==> src/rtl/sequenciador_desvio.sv <==
// sequenciador_desvio
// Multi-cycle PC sequencer and jump controller.
// It performs the fetch handshake with instruction memory, holds the PC and picks the next one.
// The next PC is sequential, a branch, JAL or JALR.
// It also drives the writeback select for the link value (PC+1) and gates the register-write strobe.
// It counts retired instructions.
// Each instruction takes BUSCA -> EXECUTA -> ESCRITA, which is 3 cycles with zero-wait memory.

module sequenciador_desvio #(
   parameter int                    DATA_WIDTH = 32,
   parameter int                    ADDR_WIDTH = 13,
   parameter logic [ADDR_WIDTH-1:0] INICIO_PC  = {ADDR_WIDTH{1'b0}}
) (
   input  logic                  clock,
   input  logic                  reset,
   input  logic                  inicia,
   input  logic                  mem_pronto,
   input  logic                  jump_al,
   input  logic                  jalr,
   input  logic                  desvio,
   input  logic                  halt,
   input  logic                  escreve_reg_in,
   input  logic [ADDR_WIDTH-1:0] alvo_jal,
   input  logic [DATA_WIDTH-1:0] alvo_jalr,
   output logic [ADDR_WIDTH-1:0] pc,
   output logic [ADDR_WIDTH-1:0] proximo_pc,
   output logic                  busca_req,
   output logic                  sel_jal,
   output logic                  escreve_reg,
   output logic                  parado,
   output logic [DATA_WIDTH-1:0] instr_retiradas
);

   typedef enum logic [2:0] {
      OCIOSO  = 3'd0,
      BUSCA   = 3'd1,
      EXECUTA = 3'd2,
      ESCRITA = 3'd3,
      PARADO  = 3'd4
   } estado_t;

   localparam logic [ADDR_WIDTH-1:0] PC_UM   = {{(ADDR_WIDTH-1){1'b0}}, 1'b1};
   localparam logic [DATA_WIDTH-1:0] CONT_UM = {{(DATA_WIDTH-1){1'b0}}, 1'b1};

   estado_t               estado_r;
   logic [ADDR_WIDTH-1:0] pc_r;
   logic [ADDR_WIDTH-1:0] pc_alvo_r;     // next PC chosen in EXECUTA, applied at the end of ESCRITA
   logic [DATA_WIDTH-1:0] cont_r;
   logic                  busca_req_r;
   logic                  sel_jal_r;
   logic                  we_r;
   logic                  parado_r;

   logic [ADDR_WIDTH-1:0] proximo_pc_s;
   logic [ADDR_WIDTH-1:0] alvo_sel_s;
   logic                  link_s;
   logic                  unused_alvo_jalr_s;

   // Only the low ADDR_WIDTH bits of the JALR target address instruction memory.
   assign unused_alvo_jalr_s = ^alvo_jalr[DATA_WIDTH-1:ADDR_WIDTH];

   // Sequential successor of the current PC; wraps naturally at 2^ADDR_WIDTH.
   always_comb begin
      proximo_pc_s = pc_r + PC_UM;
   end

   // Next-PC selection with priority jalr > jump_al > desvio > sequential.
   always_comb begin
      link_s     = jump_al | jalr;
      alvo_sel_s = proximo_pc_s;
      if (jalr) begin
         alvo_sel_s = alvo_jalr[ADDR_WIDTH-1:0];
      end else if (jump_al || desvio) begin
         alvo_sel_s = alvo_jal;
      end else begin
         alvo_sel_s = proximo_pc_s;
      end
   end

   // Sequencer FSM: the state, the PC, the retire counter and every registered output.
   always_ff @(posedge clock) begin
      if (reset) begin
         estado_r    <= OCIOSO;
         pc_r        <= INICIO_PC;
         pc_alvo_r   <= INICIO_PC;
         cont_r      <= {DATA_WIDTH{1'b0}};
         busca_req_r <= 1'b0;
         sel_jal_r   <= 1'b0;
         we_r        <= 1'b0;
         parado_r    <= 1'b0;
      end else begin
         case (estado_r)
            OCIOSO: begin
               sel_jal_r <= 1'b0;
               we_r      <= 1'b0;
               parado_r  <= 1'b0;
               if (inicia) begin
                  pc_r        <= INICIO_PC;
                  busca_req_r <= 1'b1;
                  estado_r    <= BUSCA;
               end else begin
                  busca_req_r <= 1'b0;
                  estado_r    <= OCIOSO;
               end
            end

            BUSCA: begin
               sel_jal_r <= 1'b0;
               we_r      <= 1'b0;
               parado_r  <= 1'b0;
               // No timeout: a slow memory simply stretches the fetch.
               if (mem_pronto) begin
                  busca_req_r <= 1'b0;
                  estado_r    <= EXECUTA;
               end else begin
                  busca_req_r <= 1'b1;
                  estado_r    <= BUSCA;
               end
            end

            EXECUTA: begin
               busca_req_r <= 1'b0;
               if (halt) begin
                  // Halt retires nothing: PC, counter and write strobe stay untouched.
                  sel_jal_r <= 1'b0;
                  we_r      <= 1'b0;
                  parado_r  <= 1'b1;
                  estado_r  <= PARADO;
               end else begin
                  pc_alvo_r <= alvo_sel_s;
                  sel_jal_r <= link_s;
                  we_r      <= escreve_reg_in | link_s;
                  parado_r  <= 1'b0;
                  estado_r  <= ESCRITA;
               end
            end

            ESCRITA: begin
               // pc still held the old PC during this cycle, so the link value was old pc+1.
               pc_r        <= pc_alvo_r;
               cont_r      <= cont_r + CONT_UM;
               sel_jal_r   <= 1'b0;
               we_r        <= 1'b0;
               parado_r    <= 1'b0;
               busca_req_r <= 1'b1;
               estado_r    <= BUSCA;
            end

            PARADO: begin
               sel_jal_r <= 1'b0;
               we_r      <= 1'b0;
               // Restart keeps the retire counter.
               if (inicia) begin
                  pc_r        <= INICIO_PC;
                  parado_r    <= 1'b0;
                  busca_req_r <= 1'b1;
                  estado_r    <= BUSCA;
               end else begin
                  parado_r    <= 1'b1;
                  busca_req_r <= 1'b0;
                  estado_r    <= PARADO;
               end
            end

            default: begin
               // An illegal encoding recovers to idle with every strobe quiet.
               estado_r    <= OCIOSO;
               busca_req_r <= 1'b0;
               sel_jal_r   <= 1'b0;
               we_r        <= 1'b0;
               parado_r    <= 1'b0;
            end
         endcase
      end
   end

   assign pc              = pc_r;
   assign proximo_pc      = proximo_pc_s;
   assign busca_req       = busca_req_r;
   assign sel_jal         = sel_jal_r;
   assign escreve_reg     = we_r;
   assign parado          = parado_r;
   assign instr_retiradas = cont_r;

endmodule

==> config.mk <==
export PLATFORM = sky130hd
export DESIGN_NAME = sequenciador_desvio
export DESIGN_NICKNAME = d
export VERILOG_FILES = /design/src/rtl/sequenciador_desvio.sv
export SDC_FILE = /design/constraint.sdc
export NUM_CORES = 1
export LEC_CHECK = 0
export ABC_AREA = 1
export CAP_MARGIN = 15
export CORE_UTILIZATION = 50
export DETAILED_ROUTE_END_ITERATION = 8
export PLACE_DENSITY = 0.86
export SLEW_MARGIN = 20
export SYNTH_ARGS = -nofsm -noshare
export SYNTH_HDL_FRONTEND = slang
export SYNTH_SLANG_ARGS = --single-unit
==> constraint.sdc <==
create_clock -name clock -period 3.15 [get_ports clock]
set_input_delay 0.945 -clock clock [delete_from_list [all_inputs] [get_ports clock]]
set_output_delay 0.945 -clock clock [all_outputs]
set_load 0.01 [all_outputs]
==> results of run 1 <==
## critical path: stages (launching register included)
cell,delay [ps]
dfxtp_2,390
ha_1,230
nand3_2,150
nor2_2,200
xor2_1,240
clkdlybuf4s50_1,580
## per-layer routing
layer	GRT usage	vias to the layer above	part of all wire
li1	-	2039	-
met4	0.106	0	0.013
met3	0.0619	14	0.061
met5	0	-	0
met2	0.457	142	0.47
met1	0.359	1803	0.45
## how the worst max path moves through the flow
stage / depth (start not counted) / slack [ps] / end
floorplan: 4 / 980 / proximo_pc[6]
global placement: 5 / 390 / proximo_pc[6]
detailed placement: 5 / 310 / proximo_pc[6]
CTS: 5 / 30 / proximo_pc[6]
global route: 5 / 20 / proximo_pc[6]
finish: 5 / 70 / proximo_pc[6]
## power breakdown
group | switching [mW] | total, mW | internal (mW)
Combinational | 0.0680 | 0.133 | 0.0646
Clock | 0.330 | 0.695 | 0.365
Sequential | 0.00909 | 0.840 | 0.831
Total | 0.408 | 1.67 | 1.26
## synthesized netlist by cell type, drive strengths merged (2+ instances only)
| cell | number |
|---|---|
| inv | 47 |
| nor2 | 103 |
| o21ai | 34 |
| ha | 2 |
| a31oi | 2 |
| xnor2 | 2 |
| nand2 | 165 |
| xor2 | 7 |
| buf | 9 |
| nand3b | 2 |
| dfxtp | 65 |
| o21a | 2 |
| clkbuf | 10 |
| nand3 | 39 |
| nand4 | 6 |
| o211ai | 2 |
| nor3 | 8 |
| a21oi | 62 |
## what timing repair did
item                                    in CTS  in global routing
gates cloned                                 0                  0
resized for setup                            2                  1
pin swaps                                    1                  1
endpoints found under the hold margin        0                  0
endpoints found under the setup margin       2                  2
## through the flow
stage	utilization	instances	power [mW]
6_report	0.703	768	1.67
5_1_grt	0.703	768	1.72
4_1_cts	0.702	768	1.67
3_5_place_dp	0.674	752	0.989
3_3_place_gp	0.674	752	0.986
2_1_floorplan	-	572	0.920
## area by class of cell
class / count / area, um^2 / area share
multi-input cells: 440 / 2030 / 0.419
clock inverters: 5 / 56.3 / 0.0117
flip-flops and latches: 65 / 1300 / 0.270
well taps: 96 / 120 / 0.0249
inverters: 48 / 180 / 0.0373
clock buffers: 11 / 131 / 0.0272
repair buffers: 103 / 1010 / 0.210
## cell families after synthesis
| family | share of synthesized area |
|---|---|
| AOI/OAI and AO/OA | 0.149 |
| and+or+nand+nor | 0.385 |
| buffers and inverters | 0.0746 |
| xor gates and xnor gates | 0.0220 |
| adders and majority gates | 0.00697 |
| DFF | 0.363 |
==> impl_metrics.tcl, run 1 <==
set metrics [dict create \
    status "complete, no violations" \
    required_ps 2200 \
    diodes 0 \
    syn_to_final_growth_pct 34.6 \
    min_from "pc_alvo_r[12]" \
    synth_seq_cells 65 \
    nFillCells 578 \
    die_h_um 86.7 \
    grt_max_degree 38 \
    synth_cell_types 33 \
    max_slew_margin 0.630 \
    holdPathEnd "pc[12]" \
    track_usage 0.279 \
    cts_root_buf "clkbuf_8" \
    startpoint_type "flip-flop" \
    slew_violations 0 \
    crit_path_max_fanout 6 \
    critPathLaunch "pc[0]" \
    rows 30 \
    routabilityCongestion 0.921 \
    nets 723 \
    min_period_over_period 0.977 \
    r2r-start "instr_retiradas[0]" \
    cts_setup_buffers 0 \
    period_needed_ps 3080 \
    drt-initial-drc-count 307 \
    place_ws_ps 307 \
    clockBufferDepth 2 \
    io_buffers 96 \
    synth_nets 628 \
    final_common_cell "nand2_1" \
    dpl_cell_area_um2 4630 \
    peakVddDrop_v 0.000281 \
    final_cell_mix "162 x nand2_1, 97 x nor2_1, 96 x clkdlybuf4s50_1, 64 x dfxtp_1, 62 x a21oi_1" \
    numClockSinks 65 \
    die_area_um2 7520 \
    syn_area_um2 3590 \
    vias 3998 \
    cts_buffers 9 \
    avgSynthCellArea_um2 6.27 \
    cts_hold_buf 0 \
    finalHoldViolations 0 \
    hp-class "reg -> reg" \
    cts.clk_slew.worst_paths_ps 80 \
    drt_wl_total_um 10400 \
    clock.fmax_mhz 325 \
    worstSkewPairLatency_ps 340 \
    cts_tree "built" \
    synth_edf_count 0 \
    synthCells 572 \
    power.density_nw_per_um2 345 \
    fin_skew_ps 12.9 \
    largest_reg_flops 32 \
    worstRegToRegCells 8 \
    tightest_slew_ps 555 \
    overflow 0 \
    seq_area_frac_synth 0.363 \
    setup_ws_ps 72.3 \
    critPathKind "reg -> out" \
    drive_gt1_frac 0.0565 \
    r2r_end "instr_retiradas[20]" \
    synth_warnings 0 \
    first_global_vias 3618 \
    p_leak_nw 1.69 \
    report.final.setup_viol 0 \
    dp_hpwl_um 7400 \
    rsz0062_at_grt "false" \
    ant_nets 0 \
    synth_flop_cell "dfxtp_1" \
    yosysTopAreaCell "dfxtp_1" \
    antenna_found_initial 0 \
    postLayoutCellArea_um2 4830 \
    core_area_um2 6870 \
    wl_per_cell_um 13.5 \
    drc 0 \
    holdWs_ps 465 \
    grt_first_pass_wirelength_um 16300 \
    synth.top_cell.area_share 0.363 \
    cp_data_arrival_time_ps 2130 \
    r2r_slack_ps 1370 \
    via_per_inst 5.21 \
    synth.top_cells.by_area "dfxtp_1 36%, nand2_1 17%, nor2_1 10%" \
    cap_violations 0 \
    whs_path_depth 2 \
    first_pass_iters 5 \
    ioPinCount 116 \
    worstSetupEndpointType "primary output" \
    die_x_um 86.7 \
    h-tree-depth 3 \
    async_flop_share 0 \
    setup_tns_ps 0 \
    start_util 0.522 \
]
Note: power is estimated with default switching activity, not from simulation.
==> inputs of run 2 (changes only) <==
--- a/config.mk
+++ b/config.mk
@@ -8,7 +8,9 @@
 export ABC_AREA = 1
 export CAP_MARGIN = 15
 export CORE_UTILIZATION = 50
+export CTS_CLUSTER_SIZE = 28
 export DETAILED_ROUTE_END_ITERATION = 8
+export GPL_TIMING_DRIVEN = 0
 export PLACE_DENSITY = 0.86
 export SLEW_MARGIN = 20
 export SYNTH_ARGS = -nofsm -noshare
==> impl_metrics.tcl, run 2 (synthesis results as in run 1) <==
set metrics [dict create \
    status "complete, no violations" \
    h-tree-depth 3 \
    critPathKind "reg -> out" \
    cts_buffers 9 \
    critPathLaunch "pc[1]" \
    intPower_mw 1.43 \
    fin_skew_ps 9.31 \
    wl_per_cell_um 14.1 \
    ioPinCount 116 \
    diodes 0 \
    swShare 0.229 \
    drt-initial-drc-count 359 \
    first_global_vias 3825 \
    r2r_end "instr_retiradas[12]" \
    final_cell_mix "162 x nand2_1, 96 x nor2_1, 94 x clkdlybuf4s50_1, 63 x dfxtp_1, 62 x a21oi_1" \
    report.final.setup_viol 0 \
    cts_setup_buffers 0 \
    crit_path_cell_trace "ha_1 -> nand3_2 -> inv_1 -> nand4_1 -> nand2_1 -> clkdlybuf4s50_1" \
    final_common_cell "nand2_1" \
    crit_path_max_fanout 4 \
    r2r_slack_ps 1330 \
    syn_to_final_growth_pct 37.5 \
    cap_violations 0 \
    p_total_mw 1.85 \
    cts_root_buf "clkbuf_8" \
    io_buffers 95 \
    p_leak_nw 1.75 \
    antenna_found_initial 0 \
    slew_violations 0 \
    grt_first_pass_wirelength_um 17700 \
    peakVddDrop_v 0.000294 \
    worstRegToRegCells 8 \
    clockBufferDepth 2 \
    die_x_um 86.7 \
    drt_wl_total_um 11000 \
    min_from "pc_alvo_r[8]" \
    finalHoldViolations 0 \
    ant_nets 0 \
    period_needed_ps 3060 \
    largest_reg_flops 32 \
    wl_met1_um 5040 \
    clock.fmax_mhz 327 \
    p_switching_uw 422 \
    tightest_slew_ps 614 \
    wl_met3_um 793 \
    slowest_stage "clkdlybuf4s50_1" \
    worstSkewPairLatency_ps 350 \
    p_clk_frac 0.472 \
    worstSetupEndpointType "primary output" \
    track_usage 0.302 \
    die_h_um 86.7 \
    final_core_util 0.718 \
    first_pass_iters 6 \
    cts.clk_slew.worst_paths_ps 70 \
    dp_hpwl_um 8110 \
    die_area_um2 7520 \
    rows 30 \
    power.density_nw_per_um2 375 \
    cts_hold_buf 0 \
    drive_gt1_frac 0.0659 \
    wl_met2_um 4910 \
    worst_path_largest_cell_delay_ps 540 \
    max_slew_margin 0.591 \
    whs_path_depth 2 \
    numClockSinks 65 \
    vias 4247 \
    grt_max_degree 13 \
    drc 0 \
    cp_data_arrival_time_ps 2120 \
    startpoint_type "flip-flop" \
    core_area_um2 6870 \
    route.top_layer_used "met4" \
    start_util 0.522 \
    nets 734 \
    hp-class "reg -> reg" \
    required_ps 2200 \
    min_period_over_period 0.972 \
    combPwrFrac 0.074 \
    holdPathEnd "pc[8]" \
    seq_power_share 0.454 \
    routabilityCongestion 0.957 \
    r2r-start "instr_retiradas[1]" \
    via_per_inst 5.45 \
    overflow 0 \
    cts_tree "built" \
]
-- run 2: cell count changes in the layout (fill, tap and decap cells not counted), sizes merged --
| cell | change |
|---|---|
| clkinvlp | -1 |
| buf | +2 |
| clkbuf | +9 |
| bufinv | +2 |
| dlymetal6s2s | +1 |
| clkdlybuf4s50 | -2 |
-- run 2: how the worst max path moves through the flow --
| stage | end | depth (start not counted) |
|---|---|---|
| 5_1_grt | proximo_pc[9] | 7 |
| 3_5_place_dp | proximo_pc[6] | 5 |
| 2_1_floorplan | proximo_pc[6] | 4 |
| 6_report | proximo_pc[12] | 6 |
| 4_1_cts | proximo_pc[6] | 5 |
| 3_3_place_gp | proximo_pc[6] | 5 |
-- run 2: power groups by stage --
stage | Sequential [mW] | Clock (mW) | Combinational [mW]
finish | 0.840 | 0.871 | 0.137
global route | 0.840 | 0.913 | 0.147
detailed placement | 0.858 | 0 | 0.132
floorplan | 0.858 | 0 | 0.0618
CTS | 0.839 | 0.873 | 0.134
global placement | 0.858 | 0 | 0.130
-- run 2: layout make-up --
type | count | area (um^2)
clock inverters | 6 | 116
multi-input cells | 440 | 2040
plain buffers | 19 | 87.6
repair buffers | 95 | 953
fillers | 573 | 1940
flip-flops and latches | 65 | 1300
inverters | 48 | 180
clock buffers | 10 | 128
well taps | 96 | 120
-- run 2: repair_timing --
item / CTS / global route
endpoints found under the hold margin: 0 / 0
endpoints found under the setup margin: 2 / 4
resized for setup: 3 / 7
-- run 2: critical path: cells and delay by family (launching register included) --
family / cells / cell delay (ps)
DFF: 1 / 420
buffers and inverters: 2 / 700
and+or+nand+nor: 3 / 410
adders and majority gates: 1 / 230
-- run 2: stage by stage --
| step | instance area [um^2] | cells | setup TNS, ps | setup WS [ps] | hold WS [ps] |
|---|---|---|---|---|---|
| 6_report | 4930 | 779 | 0 | 87.7 | 464 |
| 5_1_grt | 4930 | 779 | -1.48 | -1.48 | 493 |
| 4_1_cts | 4910 | 779 | 0 | 64.6 | 466 |
| 3_5_place_dp | 4660 | 763 | 0 | 283 | 454 |
| 3_3_place_gp | 4660 | 763 | 0 | 344 | 450 |
| 2_1_floorplan | 3590 | 572 | 0 | 980 | 440 |
-- run 2: layer usage --
metal | GRT usage | vias up
li1 | - | 2059
met1 | 0.411 | 1952
met2 | 0.474 | 207
met3 | 0.0657 | 29
met4 | 0.106 | 0
met5 | 0 | -
==> inputs of run 3 (changes only) <==
--- a/config.mk
+++ b/config.mk
@@ -6,7 +6,7 @@
 export NUM_CORES = 1
 export LEC_CHECK = 0
 export ABC_AREA = 1
-export CAP_MARGIN = 15
+export CAP_MARGIN = 20
 export CORE_UTILIZATION = 50
 export CTS_CLUSTER_SIZE = 28
 export DETAILED_ROUTE_END_ITERATION = 8
==> results of run 3 <==
Final layout, timing and power as in run 2 (identical DEF).
